## src/rtl/division_unit_pkg.sv

```systemverilog
// ---------------------------------------------------------------------------
// division_unit_pkg
// Shared definitions for the integer execution unit's divider.
//   div_uop_t    : division micro-op selected by the decoder (DIV/DIVU/REM/REMU)
//   DIV_LATENCY  : cycles from acceptance to the result strobe on the normal
//                  path, used by the ITU scheduler to reserve a writeback slot
//   twosNegate   : two's-complement negation shared by the operand absolute
//                  value and the final sign fix
// ---------------------------------------------------------------------------
package division_unit_pkg;

    typedef enum logic [1:0] {
        DIV_OP_DIV  = 2'b00,
        DIV_OP_DIVU = 2'b01,
        DIV_OP_REM  = 2'b10,
        DIV_OP_REMU = 2'b11
    } div_uop_t;

    localparam int DIV_LATENCY = 35;
    localparam int DIV_WIDTH   = 32;

    function automatic logic [DIV_WIDTH-1:0] twosNegate(input logic [DIV_WIDTH-1:0] value);
        return ~value + {{(DIV_WIDTH-1){1'b0}}, 1'b1};
    endfunction

    function automatic logic isSignedOp(input div_uop_t op);
        return (op == DIV_OP_DIV) || (op == DIV_OP_REM);
    endfunction

    function automatic logic isRemOp(input div_uop_t op);
        return (op == DIV_OP_REM) || (op == DIV_OP_REMU);
    endfunction

endpackage

```

## src/rtl/division_unit.sv

```systemverilog
// ---------------------------------------------------------------------------
// division_unit
// Iterative radix-2 restoring divider for RV32M DIV, DIVU, REM and REMU.
// One operation at a time: PREPARE (sign strip / special cases), 32 DIVIDE
// iterations, RESTORE (sign fix and result select), then back to IDLE.
//
// Ports
//   clk_i         in   clock
//   rst_i         in   asynchronous active-high reset
//   flush_i       in   abort the operation in flight, suppresses its result
//   data_valid_i  in   operands/opcode/tag valid, sampled only while idle
//   dividend_i    in   rs1
//   divisor_i     in   rs2
//   operation_i   in   div_uop_t opcode
//   tag_i         in   instruction tag
//   result_o      out  quotient or remainder (registered)
//   tag_o         out  tag belonging to result_o (registered)
//   data_valid_o  out  one-cycle result strobe (registered)
//   idle_o        out  unit can accept an operation this cycle
// ---------------------------------------------------------------------------
module division_unit
    import division_unit_pkg::*;
#(
    parameter int TAG_WIDTH = 6
) (
    input  logic                 clk_i,
    input  logic                 rst_i,
    input  logic                 flush_i,
    input  logic                 data_valid_i,
    input  logic [31:0]          dividend_i,
    input  logic [31:0]          divisor_i,
    input  logic [1:0]           operation_i,
    input  logic [TAG_WIDTH-1:0] tag_i,
    output logic [31:0]          result_o,
    output logic [TAG_WIDTH-1:0] tag_o,
    output logic                 data_valid_o,
    output logic                 idle_o
);

    typedef enum logic [1:0] {
        S_IDLE,
        S_PREPARE,
        S_DIVIDE,
        S_RESTORE
    } state_t;

    state_t                 r_state;
    state_t                 w_stateNext;

    // r_dividend shifts left each iteration and collects quotient bits in
    // its low end, so after 32 iterations it holds the quotient.
    logic [31:0]            r_dividend;
    logic [31:0]            r_divisor;
    logic [31:0]            r_rem;
    logic [4:0]             r_counter;
    div_uop_t               r_op;
    logic [TAG_WIDTH-1:0]   r_tag;
    logic                   r_quotSign;
    logic                   r_remSign;

    logic [31:0]            r_result;
    logic [TAG_WIDTH-1:0]   r_tagOut;
    logic                   r_validOut;

    logic                   w_accept;
    logic                   w_signedOp;
    logic                   w_remOp;
    logic                   w_divByZero;
    logic                   w_overflow;
    logic                   w_special;
    logic [31:0]            w_specialResult;
    logic [31:0]            w_absDividend;
    logic [31:0]            w_absDivisor;
    logic [32:0]            w_shifted;
    logic [32:0]            w_trial;
    logic                   w_borrow;
    logic [31:0]            w_remNext;
    logic [31:0]            w_quotFinal;
    logic [31:0]            w_remFinal;

    assign idle_o       = (r_state == S_IDLE);
    assign result_o     = r_result;
    assign tag_o        = r_tagOut;
    assign data_valid_o = r_validOut;

    assign w_accept   = data_valid_i && idle_o && !flush_i;
    assign w_signedOp = isSignedOp(r_op);
    assign w_remOp    = isRemOp(r_op);

    // Special cases are judged on the raw latched operands so that the
    // divide-by-zero remainder returns the dividend exactly as issued.
    assign w_divByZero = (r_divisor == 32'd0);
    assign w_overflow  = w_signedOp && (r_dividend == 32'h8000_0000)
                         && (r_divisor == 32'hFFFF_FFFF);
    assign w_special   = w_divByZero || w_overflow;

    always_comb begin
        w_specialResult = 32'd0;
        if (w_divByZero) begin
            w_specialResult = w_remOp ? r_dividend : 32'hFFFF_FFFF;
        end else if (w_overflow) begin
            w_specialResult = w_remOp ? 32'd0 : 32'h8000_0000;
        end
    end

    // The absolute value of 0x80000000 stays 0x80000000, which is the
    // correct magnitude when read as unsigned by the iteration.
    assign w_absDividend = (w_signedOp && r_dividend[31]) ? twosNegate(r_dividend) : r_dividend;
    assign w_absDivisor  = (w_signedOp && r_divisor[31])  ? twosNegate(r_divisor)  : r_divisor;

    // The partial remainder is always below the divisor, so the shifted
    // value is below twice the divisor.  A non-borrowing result therefore
    // fits in 32 bits and a borrowing one always wraps into bit 32, which
    // makes bit 32 of the 33-bit difference the borrow flag.
    assign w_shifted = {r_rem, r_dividend[31]};
    assign w_trial   = w_shifted - {1'b0, r_divisor};
    assign w_borrow  = w_trial[32];
    assign w_remNext = w_borrow ? w_shifted[31:0] : w_trial[31:0];

    assign w_quotFinal = r_quotSign ? twosNegate(r_dividend) : r_dividend;
    assign w_remFinal  = r_remSign  ? twosNegate(r_rem)      : r_rem;

    // State register.
    always_ff @(posedge clk_i or posedge rst_i) begin
        if (rst_i) begin
            r_state <= S_IDLE;
        end else begin
            r_state <= w_stateNext;
        end
    end

    // Next-state logic; a flush overrides every transition, including an
    // accept in the same cycle.
    always_comb begin
        w_stateNext = r_state;
        case (r_state)
            S_IDLE: begin
                if (w_accept) begin
                    w_stateNext = S_PREPARE;
                end
            end
            S_PREPARE: begin
                w_stateNext = w_special ? S_IDLE : S_DIVIDE;
            end
            S_DIVIDE: begin
                if (r_counter == 5'd0) begin
                    w_stateNext = S_RESTORE;
                end
            end
            S_RESTORE: begin
                w_stateNext = S_IDLE;
            end
            default: begin
                w_stateNext = S_IDLE;
            end
        endcase
        if (flush_i) begin
            w_stateNext = S_IDLE;
        end
    end

    // Datapath and output registers.  The strobe defaults low every cycle so
    // it can never stay high for two cycles; result and tag hold otherwise.
    always_ff @(posedge clk_i or posedge rst_i) begin
        if (rst_i) begin
            r_dividend <= 32'd0;
            r_divisor  <= 32'd0;
            r_rem      <= 32'd0;
            r_counter  <= 5'd0;
            r_op       <= DIV_OP_DIV;
            r_tag      <= '0;
            r_quotSign <= 1'b0;
            r_remSign  <= 1'b0;
            r_result   <= 32'd0;
            r_tagOut   <= '0;
            r_validOut <= 1'b0;
        end else begin
            r_validOut <= 1'b0;
            case (r_state)
                S_IDLE: begin
                    if (w_accept) begin
                        r_dividend <= dividend_i;
                        r_divisor  <= divisor_i;
                        r_op       <= div_uop_t'(operation_i);
                        r_tag      <= tag_i;
                    end
                end
                S_PREPARE: begin
                    r_rem      <= 32'd0;
                    r_counter  <= 5'd31;
                    r_dividend <= w_absDividend;
                    r_divisor  <= w_absDivisor;
                    r_quotSign <= w_signedOp && (r_dividend[31] ^ r_divisor[31]);
                    r_remSign  <= w_signedOp && r_dividend[31];
                    if (w_special && !flush_i) begin
                        r_result   <= w_specialResult;
                        r_tagOut   <= r_tag;
                        r_validOut <= 1'b1;
                    end
                end
                S_DIVIDE: begin
                    r_rem      <= w_remNext;
                    r_dividend <= {r_dividend[30:0], ~w_borrow};
                    r_counter  <= r_counter - 5'd1;
                end
                S_RESTORE: begin
                    if (!flush_i) begin
                        r_result   <= w_remOp ? w_remFinal : w_quotFinal;
                        r_tagOut   <= r_tag;
                        r_validOut <= 1'b1;
                    end
                end
                default: begin
                    r_counter <= 5'd0;
                end
            endcase
        end
    end

endmodule
```

## config.mk

```make
export PLATFORM = sky130hd
export DESIGN_NAME = division_unit
export DESIGN_NICKNAME = d
export VERILOG_FILES = /design/src/rtl/division_unit_pkg.sv /design/src/rtl/division_unit.sv
export SDC_FILE = /design/constraint.sdc
export NUM_CORES = 1
export LEC_CHECK = 0
export ABC_AREA = 1
export BUFFER_PORTS_ARGS = -buffer_cell sky130_fd_sc_hd__buf_2
export CELL_PAD_IN_SITES_DETAIL_PLACEMENT = 1
export CELL_PAD_IN_SITES_GLOBAL_PLACEMENT = 1
export CORE_ASPECT_RATIO = 0.8
export CORE_MARGIN = 2
export CORE_UTILIZATION = 30
export CTS_BUF_LIST = sky130_fd_sc_hd__clkbuf_4
export CTS_CLUSTER_SIZE = 8
export DETAILED_ROUTE_END_ITERATION = 10
export PLACE_DENSITY_LB_ADDON = 0.2
export SLEW_MARGIN = 20
export SYNTH_ARGS = -nofsm -noshare
export SYNTH_HDL_FRONTEND = slang
export SYNTH_SLANG_ARGS = --single-unit
```

## constraint.sdc

```tcl
create_clock -name clk_i -period 9.9 [get_ports clk_i]
set_input_delay 1.485 -clock clk_i [delete_from_list [all_inputs] [get_ports clk_i]]
set_output_delay 1.485 -clock clk_i [all_outputs]
set_load 0.005 [all_outputs]
```

After elaboration in Yosys (flattened, before gate mapping)
Cells that the tools add are included.
W data, S select, Z words.
- add/sub/neg operators: 5
- equality and inequality tests: 14
- multiplexer cells: 30
- bitwise gates (word level): 5
- reduce and logical (&&, ||, !) cells: 25
- operators by type and width (operator ; count):
    $mux W32 ; 14
    $pmux W32 S2 ; 3
    $add A32 B1 Y32 const B ; 3
    $not A32 Y32 ; 3
    $pmux W32 S3 ; 1
    $eq A32 B32 Y1 const B ; 2
    $sub A33 B32 Y33 ; 1
    $logic_not A32 Y1 ; 1
    $mux W6 ; 2
    $pmux W6 S2 ; 1
    $pmux W5 S2 ; 1
    $reduce_and A3 Y1 ; 3
    $eq A2 B2 Y1 const B ; 4
    $logic_and A1 B1 Y1 ; 8
    $mux W2 ; 4
    $ne A2 B2 Y1 const B ; 4
    $pmux W2 S4 ; 1
    $reduce_bool A2 Y1 ; 3
    $logic_not A5 Y1 ; 1
    $sub A5 B1 Y5 const B ; 1
    $logic_not A2 Y1 ; 2
    $reduce_and A2 Y1 ; 2
    $logic_or A1 B1 Y1 ; 3
    $ne A3 B2 Y1 const B ; 1
    9 further kinds ; 10
- register bits after elaboration: 152
- bits of input ports: 76
- output and inout bits: 40
- logic and storage cells: 91

Logic depth before layout (Yosys ltp)
Gate-level depths: netlist (run 1).
- word-level depth: 8
- depth in mapped cells: 18
- mapped depth without buffers: 17

Worst setup path before layout (run 1)
OpenSTA, ideal clock, no wires.
- path type: input-to-reg
- start point: input flush_i
- end point: register r_dividend[24]
- setup time: 0.139 ns
- arrival time: 2.436 ns
- data required time: 9.761 ns
- setup slack: 7.325 ns
- stages: 7
- path buffers: 1
- cell sequence: nor2_1 nand2_1 nand2_1 nand3_1 clkbuf_1 a221oi_1 a22oi_1
- word-level cells in the longest chain between the ends: 4
- RTL lines (element ; line ; source):
    start, declared ; division_unit.sv:28 ; input logic flush_i,
    $logic_not A1 Y1 ; n/a ;
    $logic_and A1 B1 Y1 ; division_unit.sv:86 ; assign w_accept = data_valid_i && idle_o && !flush_i;
    $ne A2 B1 Y1 (no source line) ; n/a ;
    $reduce_and A3 Y1 (no source line) ; n/a ;
    end signal, assigned ; division_unit.sv:182 ; r_dividend <= dividend_i;
    end signal, assigned ; division_unit.sv:191 ; r_dividend <= w_absDividend;
    end signal, assigned ; division_unit.sv:203 ; r_dividend <= {r_dividend[30:0], ~w_borrow};
    end, declared ; division_unit.sv:52 ; logic [31:0] r_dividend;
No other way between the ends.
A chain may end at the register's enable or synchronous reset.

Worst setup path in the final report (run 1)
- start point: register r_state[1]
- end point: register r_divisor[4]
- word-level cells in the longest chain between the ends: 5
- elaborated cells between the ends (all ways): 9
- classes of those cells: 3 x eq/ne; 1 x mux; 5 x reduce/logical
- RTL lines (element ; line ; source):
    start, declared ; division_unit.sv:47 ; state_t r_state;
    start signal, assigned ; division_unit.sv:128 ; r_state <= w_stateNext;
    $logic_not A2 Y1 ; division_unit.sv:81, division_unit.sv:179 ;
    $logic_and A1 B1 Y1 (2 in a row) ; division_unit.sv:86 ;
    $ne A2 B1 Y1 (no source line) ; n/a ;
    $reduce_and A3 Y1 (no source line) ; n/a ;
    end signal, assigned ; division_unit.sv:183 ; r_divisor <= divisor_i;
    end signal, assigned ; division_unit.sv:192 ; r_divisor <= w_absDivisor;
    end, declared ; division_unit.sv:53 ; logic [31:0] r_divisor;
Parallel ways exist; a longest one is shown, timed or not.

==> summary.txt, run 1 <==
Global routing
  • Total grt overflow: 0
  • Vias in the first global route: 14,300
  • First-pass GRT wire length: 82,900 um
  • Grt peak-use layer: met2
  • GR Util met2: 36.7%
  • Largest net degree at the start of global routing: 102
  • GR Util All Layers: 23.9%
  • M3 GR Usage: 4.04%
  • GRT met1 Usage: 35.3%
  • Antenna violations before repair: 5

Power and ir drop
  • Peak supply drop: 0.0000887 V
  • Cell area power density: 258 nW/um^2
  • Static leakage power: 7.46 nW
  • Power Total: 0.00365 W

Setup path
  • FF-to-FF End: r_divisor[4]
  • Crit Path Max Fanout: 22
  • Reg2Reg Depth: 12
  • Worst endpoint data arrival time: 4.61 ns
  • Crit path kind: flop to flop
  • R2r startpoint: r_state[1]
  • Largest stage delay, worst path: 0.74 ns
  • Crit path cell chain: inv_1, ha_1, inv_2, nor2_1, nand2_1, o21ai_1, nand2_1, inv_1, nand2_1, inv_2, nand2_1, o221ai_1
  • Worst setup SP type: flop
  • CP delay by family, top: buffers and inverters
  • Crit path buf inv count: 4
  • CP required: 10.49 ns
  • CP Depth: 12
  • CP Capture Type: flop
  • Crit-path most repeated cell: nand2_1
  • Worst path slowest cell: inv_1
  • Reg2Reg Setup Slack: 5.88 ns

Clocking
  • Sink Count: 152
  • Total CTS buffers: 17
  • H-tree levels: 4
  • Post-CTS Resized: 0
  • Hold Buf Count CTS: 0
  • CTS tree: done
  • Reg clk slew, reported paths: 0.17 ns
  • CTS Root Cell: clkbuf_4
  • Max clock buf depth: 2
  • Total setup buffers inserted after CTS: 0
  • Clk_lat worst skew: 0.68 ns

Detailed routing
  • Routed vias: 14,200
  • DR DRC count: 0
  • Via density: 5.28
  • Routed len/inst: 19.6 um
  • Iteration-0 DRC Markers: 1,009
  • Pre-antenna DRT Iters: 6
  • DRT antenna net count: 0
  • Final WL: 52,800 um

Min path
  • Hold depth: 2
  • Hold_sp: r_tag[1]
  • Worst Hold End: tag_o[1]
  • Worst min path class: flop to flop

Yosys
  • Top-area cell type share of the netlist area: 29.7%
  • Area leader, netlist: dfrtp_1
  • Unique cell type count in the Yosys netlist: 44
  • Synth cell count leaders: nand2_1, inv_1, nand3_1
  • Seq/Total Area, Yosys: 29.7%
  • Register bit total from synthesis: 152
  • Syn Inst Count: 2,053
  • Cell Area, Synth: 12,800 um^2
  • Post-synth EDFFs: 0
  • Ys async rst share: 100%
  • Synth Net Count: 2,173
  • Top FF cell, synth: dfrtp_1
  • Ys Warns: 0
  • Synth top area cells: dfrtp_1, nand2_1, nand3_1
  • Syn_area_per_cell: 6.25 um^2
  • Most instantiated library cell after synthesis: nand2_1

Die
  • Row count: 67
  • Die Span X: 235 um
  • Top-Level Pins: 116
  • Die Area: 44,400 um^2
  • Core Area: 42,000 um^2
  • Initial Util: 30.5%
  • Die height: 189 um

Timing
  • Slew Limit Fails: 0
  • Max-slew headroom: 30.5%
  • F_max: 249 MHz
  • Min cycle time layout: 4.02 ns
  • Final Hold Viols: 0
  • Unrepaired setup endpoints after global routing: false
  • Setup Viol. Count Final: 0
  • Final TNS setup: 0 ns
  • Fin crit share: 40.6%
  • Measured slew at the worst slew-check pin: 1.04 ns
  • Clock Skews: 0.0329 ns

Placement
  • Cells after DPL: 2,657
  • Detail Placement HPWL: 40,600 um
  • I/O Buffers: 115
  • Gpl congestion: 0.873

Finish
  • Fin cells: 2,691
  • Core Util, Final: 33.7%
  • Final #Nets: 2,244
  • Fillcell total: 5,541
  • Share of cells above drive strength 1: 9.50%
  • Syn-to-layout area delta: 10.3%

Run
  • Maxcap violations: 0

Outcome
  • Status: finished clean
==> metrics by stage <==
step	cell area [um^2]	worst slack [ns]	hold WS (ns)
CTS	14100	5.87	0.486
finish	14100	5.88	0.480
global placement	13800	5.56	0.444
global route	14100	5.50	0.517
floorplan	12800	4.32	0.436
detailed placement	13800	5.37	0.454
==> per-layer routing <==
| layer | up-vias | part of all wire, % | wire, um |
|---|---|---|---|
| met5 | - | 0 | 0 |
| met4 | 0 | 1.1 | 570 |
| met3 | 28 | 4.7 | 2470 |
| met2 | 281 | 43 | 22900 |
| met1 | 7048 | 51 | 26900 |
| li1 | 6852 | - | - |
==> power by group <==
group          switching [W]  internal (W)  total, W
Clock               0.000290      0.000156  0.000446
Combinational        0.00150      0.000627   0.00213
Sequential          0.000253      0.000822   0.00107
==> how the worst max path moves through the flow <==
stage,slack (ns),start,endpoint
floorplan,4.32,rst_i,data_valid_o
global placement,5.56,flush_i,r_divisor[23]
detailed placement,5.37,flush_i,r_divisor[4]
CTS,5.87,r_state[1],r_divisor[4]
global route,5.50,r_state[1],r_divisor[19]
finish,5.88,r_state[1],r_divisor[4]
==> final cells by class <==
| class | count | area, um^2 | area share, % |
|---|---|---|---|
| repair buffers | 124 | 643 | 4.55 |
| clock inverters | 15 | 166 | 1.18 |
| multi-input cells | 1595 | 7820 | 55.3 |
| clock buffers | 17 | 128 | 0.902 |
| diodes | 2 | 5.00 | 0.0354 |
| flip-flops and latches | 152 | 3800 | 26.9 |
| inverters | 234 | 885 | 6.25 |
| well taps | 552 | 691 | 4.88 |
==> cell usage in the layout, fill, tap and decap left out, types with 4 or more instances in the layout <==
master / Yosys / final
o221ai_1: 4 / 4
nor2_2: 7 / 7
or2_2: 7 / 7
buf_4: 3 / 9
a221oi_1: 31 / 31
nand2_1: 735 / 734
inv_2: 8 / 11
dfrtp_1: 152 / 151
nand3_1: 190 / 189
o21bai_1: 4 / 4
xor2_1: 24 / 24
o22ai_1: 8 / 8
nor3_1: 11 / 11
xnor2_1: 14 / 14
o21ai_1: 7 / 7
mux2_2: 6 / 6
inv_6: 0 / 6
ha_1: 43 / 43
nand3b_1: 7 / 7
nor2_1: 185 / 185
buf_2: 12 / 115
clkinv_1: 4 / 4
nand4_1: 38 / 38
o211ai_1: 17 / 17
nand2_2: 4 / 5
clkbuf_4: 0 / 17
a22oi_1: 46 / 46
a21oi_1: 77 / 77
inv_1: 221 / 219
o21ai_0: 112 / 112
==> kinds of logic (layout without fill, tap and decap cells) <==
group,Yosys count,count (layout),share of synthesized area [%]
flip-flops,152,152,29.7
AO/OA/AOI/OAI,315,315,14.9
multiplexers,6,6,0.527
AND/OR/NAND/NOR,1192,1192,38.5
other,0,2,0
buffers and inverters,306,390,9.41
adder cells (fa/ha/maj),44,44,4.35
XOR/XNOR,38,38,2.59
==> worst min-delay path, stage by stage, from the launching register on <==
cell	delay (ns)
dfrtp_1	0.36
nand2_1	0.05
nand2_1	0.05
==> flip-flops by register name (all words and copies together) (netlist names) <==
signal / count
tag_o: 6
r_rem: 32
r_counter: 5
r_remSign: 1
r_tag: 6
r_state: 2
result_o: 32
r_quotSign: 1
r_op: 2
data_valid_o: 1
r_dividend: 32
r_divisor: 32
Power figures use the tool's default switching activity.
==> run 2: changes to the inputs <==
clock period = 4 ns   (was 9.9 ns; I/O delays follow)
==> run 2 against run 1 <==
  * Utilization is 0.38 points higher
  * Critical path depth is 3 higher
  * Clock power grew to 2.6 times the previous value
  * Via count is 0.95% higher
  * Die area stayed put
  * Sequential share of layout area is 0.30 points lower
  * Wire length hardly changed
  * Cell count is 0.63% higher
  * Flip-flop and latch count stayed put
  * Maximum frequency is 15% higher
  * Worst setup slack worse by 5.4 ns
  * Critical endpoint is now r_dividend[0]
  * Largest power group unchanged
  * Highest routed layer is now met5
==> summary.txt, run 2 (synthesis gave the netlist of run 1 again) <==
Outcome
  • Status: finished clean

Placement
  • Gpl congestion: 0.914 (+4.7%)
  • Detail Placement HPWL: 41,200 um (+1.3%)
  • Post-place setup slack: 0.608 ns (-4.77 ns)
  • I/O Buffers: 115 (unchanged)

Global routing
  • Total grt overflow: 0 (unchanged)
  • Antenna violations before repair: 5 (unchanged)
  • Largest net degree at the start of global routing: 83 (-19%)
  • GR Util All Layers: 23.9% (about the same)
  • First-pass GRT wire length: 83,300 um (+0.52%)
  • Vias in the first global route: 14,400 (+0.46%)

Clocking
  • Reg clk slew, reported paths: 0.16 ns (about the same)
  • Max clock buf depth: 2 (unchanged)
  • Total setup buffers inserted after CTS: 0 (unchanged)
  • Clk_lat worst skew: 0.69 ns (about the same)
  • CTS Root Cell: clkbuf_4
  • CTS tree: done
  • Post-CTS Resized: 0 (unchanged)
  • Hold Buf Count CTS: 0 (unchanged)
  • Sink Count: 152 (unchanged)
  • H-tree levels: 4 (unchanged)
  • Total CTS buffers: 17 (unchanged)

Setup path
  • Crit-path most repeated cell: nand2_1
  • CP required: 4.61 ns (-5.88 ns)
  • Crit path cell chain: inv_1, ha_1, inv_1, fa_1, nand2_1, nand3_1, nand3_1, nand2_1, nand2_1, nand2_1, nand2_1, nand3_1, nand2_2, nand2_1, a21oi_1
  • Worst endpoint data arrival time: 4.11 ns (-0.50 ns)
  • Crit path buf inv count: 2 (-2)
  • Worst path slowest cell: nand2_2
  • Crit path kind: flop to flop
  • Largest stage delay, worst path: 0.54 ns (-0.20 ns)
  • Crit Path Max Fanout: 33 (+50%)
  • CP Capture Type: flop
  • Worst setup SP type: flop
  • CP delay by family, top: simple AND/OR/NAND/NOR gates

Die
  • Top-Level Pins: 116 (unchanged)
  • Die Span X: 235 um (unchanged)
  • Die Area: 44,400 um^2 (unchanged)
  • Die height: 189 um (unchanged)
  • Row count: 67 (unchanged)
  • Core Area: 42,000 um^2 (unchanged)
  • Initial Util: 30.5% (unchanged)

Timing
  • Slew Limit Fails: 0 (unchanged)
  • Min cycle time layout: 3.50 ns (-0.521 ns)
  • F_max: 285 MHz (+15%)
  • Clock Skews: 0.0493 ns (+0.0164 ns)
  • Unrepaired setup endpoints after global routing: false
  • Max-slew headroom: 35.9% (+5.4 points)
  • Measured slew at the worst slew-check pin: 0.956 ns (-0.0803 ns)
  • Worst setup margin: 0.497 ns (-5.38 ns)
  • Final Hold Viols: 0 (unchanged)
  • Final TNS setup: 0 ns (unchanged)
  • Fin crit share: 87.6% (+47 points)
  • Setup Viol. Count Final: 0 (unchanged)

Min path
  • Worst min path class: primary input to async pin

Power and ir drop
  • Peak supply drop: 0.000235 V (+170%)
  • Static leakage power: 7.55 nW (+1.2%)
  • Cell area power density: 645 nW/um^2 (+150%)

Detailed routing
  • Routed vias: 14,300 (+0.95%)
  • DRT antenna net count: 0 (unchanged)
  • Pre-antenna DRT Iters: 5 (-1)
  • Final WL: 52,800 um (about the same)
  • Iteration-0 DRC Markers: 1,041 (+3.2%)
  • DR DRC count: 0 (unchanged)
  • Routed len/inst: 19.5 um (-0.64%)
  • Via density: 5.30 (+0.32%)

Finish
  • Commonest non-fill, non-tap cells in the layout: nand2_1, inv_1, nand3_1
  • Most common cell after layout, fill and taps aside: nand2_1
  • Share of cells above drive strength 1: 10.1% (+0.58 points)
  • Syn-to-layout area delta: 11.5%
  • Final #Nets: 2,260 (+0.71%)

Run
  • Maxcap violations: 0 (unchanged)
## run 2: per-layer routing
metal	wire length (um)	share of wire, %	GRT usage (%)	up-vias
met3	2240	4.2	3.38	52
met1	27000	51	35.6	7065
li1	-	-	-	6886
met4	803	1.5	5.43	2
met5	13	0.025	0	-
met2	22800	43	36.3	339
## run 2: power breakdown
part	leakage, nW	total [W]	switching (W)	internal (W)
Combinational	5.47	0.00544	0.00381	0.00163
Clock	0.158	0.00114	0.000697	0.000446
Sequential	1.93	0.00264	0.000608	0.00203
## run 2: path summary, 6_finish.rpt
kind                                 from              to  slack [ns]  cells past startpoint
min in group clk_i          divisor_i[14]   r_divisor[14]        0.13                      3
max in group asynchronous           rst_i  r_dividend[24]        3.49                      3
setup / recovery           r_dividend[31]   r_dividend[0]        0.50                     15
setup reg to reg           r_dividend[31]   r_dividend[0]        0.50                     15
hold / removal                      rst_i    data_valid_o        0.03                      3
hold reg to reg                  r_tag[1]        tag_o[1]        0.48                      2
## run 2: cell type report
| type | count | area (um^2) |
|---|---|---|
| fill | 5563 | 27700 |
| multi-input combinational | 1595 | 7820 |
| sequential | 152 | 3800 |
| inverter | 234 | 883 |
| timing repair buffer | 140 | 788 |
| tap | 552 | 691 |
| clock inverter | 14 | 174 |
| clock buffer | 18 | 135 |
| antenna | 3 | 7.51 |
## run 2: metrics by stage
step | std cells | hold slack [ns] | instance area (um^2) | power [W] | utilization, %
4_1_cts | 2705 | 0.0195 | 14300 | 0.00919 | 34.0
6_report | 2708 | 0.0320 | 14300 | 0.00922 | 34.1
3_3_place_gp | 2673 | 0.451 | 14000 | 0.00790 | 33.3
3_5_place_dp | 2673 | 0.452 | 14000 | 0.00803 | 33.3
5_1_grt | 2707 | 0.0372 | 14300 | 0.0100 | 34.1
2_1_floorplan | 2053 | 0.436 | 12800 | 0.00614 | -
## run 2: tightest hold or removal path, delay by kind of cell
family	cells	cell delay, ns
buffers and inverters	3	0.55
==> run 3: changes to the inputs <==
CORE_UTILIZATION = 44   (was 30)
==> run 3 against run 2 <==
  * First-iteration DRC count grew 48%
  * Clock skew decreased by 0.0028 ns
  * Maximum frequency is 2.4% lower
  * Wire length is 2.6% higher
  * Sequential share of layout area increased by 0.49 points
  * Die area decreased by 31%
  * Flip-flop and latch count unchanged
  * Cell area shrank 1.8%
  * Register-to-register slack got worse by 0.09 ns
  * Sequential power rose by 3%
==> summary.txt, run 3 (synthesis gave the netlist of run 1 again) <==
Outcome
  • Status: finished clean

Timing
  • Unrepaired setup endpoints after global routing: false
  • Final TNS setup: 0 ns (unchanged)
  • Min cycle time layout: 3.59 ns (+0.0863 ns)
  • Final Hold Viols: 0 (unchanged)
  • Measured slew at the worst slew-check pin: 0.945 ns (-0.0111 ns)
  • Setup Viol. Count Final: 0 (unchanged)
  • Hold_ws: 0.0314 ns (-0.000517 ns)
  • F_max: 279 MHz (-2.4%)
  • Fin crit share: 89.7% (+2.2 points)
  • Slew Limit Fails: 0 (unchanged)
  • Worst setup margin: 0.411 ns (-0.0863 ns)
  • Max-slew headroom: 36.4% (+0.60 points)
  • Clock Skews: 0.0465 ns (-0.00281 ns)

Global routing
  • Largest net degree at the start of global routing: 67 (-19%)
  • Vias in the first global route: 14,700 (+2.4%)
  • GR Util All Layers: 35.7% (+12 points)
  • First-pass GRT wire length: 83,900 um (+0.65%)
  • Total grt overflow: 0 (unchanged)
  • Antenna violations before repair: 2 (-3)

Power and ir drop
  • Static leakage power: 7.53 nW (-0.25%)
  • Peak supply drop: 0.000332 V (+41%)
  • Cell area power density: 668 nW/um^2 (+3.6%)

Setup path
  • Crit Path Max Fanout: 33 (unchanged)
  • Worst setup SP type: flop
  • CP Capture Type: flop
  • Crit path kind: flop to flop
  • CP required: 4.51 ns (-0.10 ns)
  • Reg2Reg Setup Slack: 0.41 ns (-0.09 ns)
  • Worst endpoint data arrival time: 4.10 ns (about the same)

Finish
  • Commonest non-fill, non-tap cells in the layout: nand2_1, inv_1, nand3_1
  • Design area: 14,000 um^2 (-1.8%)
  • Multi-input logic area: 7820 um^2 (unchanged)
  • Reg area: 3800 um^2 (unchanged)
  • Fillcell total: 3,962 (-29%)
  • Final #Nets: 2,256 (-0.18%)
  • Syn-to-layout area delta: 9.51%
  • Core Util, Final: 49.3% (+15 points)
  • Most common cell after layout, fill and taps aside: nand2_1
  • Share of cells above drive strength 1: 9.96% (-0.12 points)

Clocking
  • CTS Root Cell: clkbuf_4
  • Total setup buffers inserted after CTS: 0 (unchanged)
  • Clk_lat worst skew: 0.64 ns (-0.05 ns)
  • Reg clk slew, reported paths: 0.19 ns (+0.03 ns)
  • H-tree levels: 4 (unchanged)
  • Total CTS buffers: 17 (unchanged)
  • Max clock buf depth: 2 (unchanged)
  • Hold Buf Count CTS: 0 (unchanged)
  • CTS tree: done
  • Sink Count: 152 (unchanged)
  • Post-CTS Resized: 0 (unchanged)

Detailed routing
  • Routed len/inst: 21.5 um (+10%)
  • Top layer in use: met5
  • Met3 Wirelength: 5490 um (+140%)
  • Iteration-0 DRC Markers: 1,538 (+48%)
  • DRT antenna net count: 0 (unchanged)
  • DR DRC count: 0 (unchanged)
  • Via density: 5.91 (+12%)
  • Pre-antenna DRT Iters: 5 (unchanged)
  • Routed vias: 14,900 (+3.9%)
  • Metal2 WL: 22,700 um (-0.55%)
  • Met1 WL: 25,100 um (-7.0%)
  • Final WL: 54,200 um (+2.6%)

Die
  • Top-Level Pins: 116 (unchanged)
  • Core Area: 28,500 um^2 (-32%)
  • Row count: 55 (-18%)
  • Die height: 157 um (-17%)
  • Initial Util: 45.0% (+14 points)
  • Die Area: 30,500 um^2 (-31%)
  • Die Span X: 195 um (-17%)

Min path
  • Worst min path class: primary input to async pin

Placement
  • I/O Buffers: 115 (unchanged)
  • Detail Placement HPWL: 42,100 um (+2.3%)
  • Gpl congestion: 0.993 (+8.7%)
  • Post-DP Area: 13,700 um^2 (-1.9%)
  • Post-place setup slack: 0.565 ns (-0.0427 ns)

Run
  • Maxcap violations: 0 (unchanged)
==> run 3: worst max-delay path, stage by stage, from the launching register on <==
cell and delay, ns:
dfrtp_1 0.56, inv_1 0.46, ha_1 0.23, inv_1 0.09, fa_1 0.46, nand2_1 0.09, nand3_1 0.08, nand3_1 0.09
nand2_1 0.13, nand2_1 0.09, nand2_1 0.11, nand2_1 0.13, nand3_1 0.10, nand2_2 0.53, nand2_1 0.13, nand3_1 0.11
nand2_1 0.07
==> run 3: metrics by stage <==
| step | cells | power, W |
|---|---|---|
| 6_report | 2521 | 0.00938 |
| 4_1_cts | 2518 | 0.00917 |
| 2_1_floorplan | 2053 | 0.00614 |
| 3_5_place_dp | 2486 | 0.00810 |
| 3_3_place_gp | 2486 | 0.00790 |
| 5_1_grt | 2521 | 0.0100 |
==> run 3: area by class of cell <==
class	instances	share of cell area [%]
timing repair buffer	136	5.54
sequential	152	27.1
clock buffer	18	0.962
clock inverter	14	1.11
tap	370	3.30
antenna	2	0.0356
multi-input combinational	1595	55.7
inverter	234	6.29
==> run 3: metal layers <==
layer  track usage [%]  vias to the layer above
met2              52.7                      595
met5              1.93                        -
met1              51.7                     7348
li1                  -                     6892
met3              9.72                       58
met4              7.78                        4
==> run 3: where the power goes <==
group	internal (W)	switching (W)
clock	0.000344	0.000723
combinational	0.00160	0.00399
sequential	0.00203	0.000686
total	0.00398	0.00540
==> run 3: path summary, 6_finish.rpt <==
check / endpoint / startpoint / cells past startpoint
max in group asynchronous: r_rem[3] / rst_i / 3
setup reg to reg: r_rem[20] / r_dividend[31] / 16
hold reg to reg: tag_o[5] / tag_o[5] / 2
setup / recovery: r_rem[20] / r_dividend[31] / 16
min in group clk_i: r_divisor[0] / divisor_i[0] / 3
hold / removal: result_o[8] / rst_i / 2
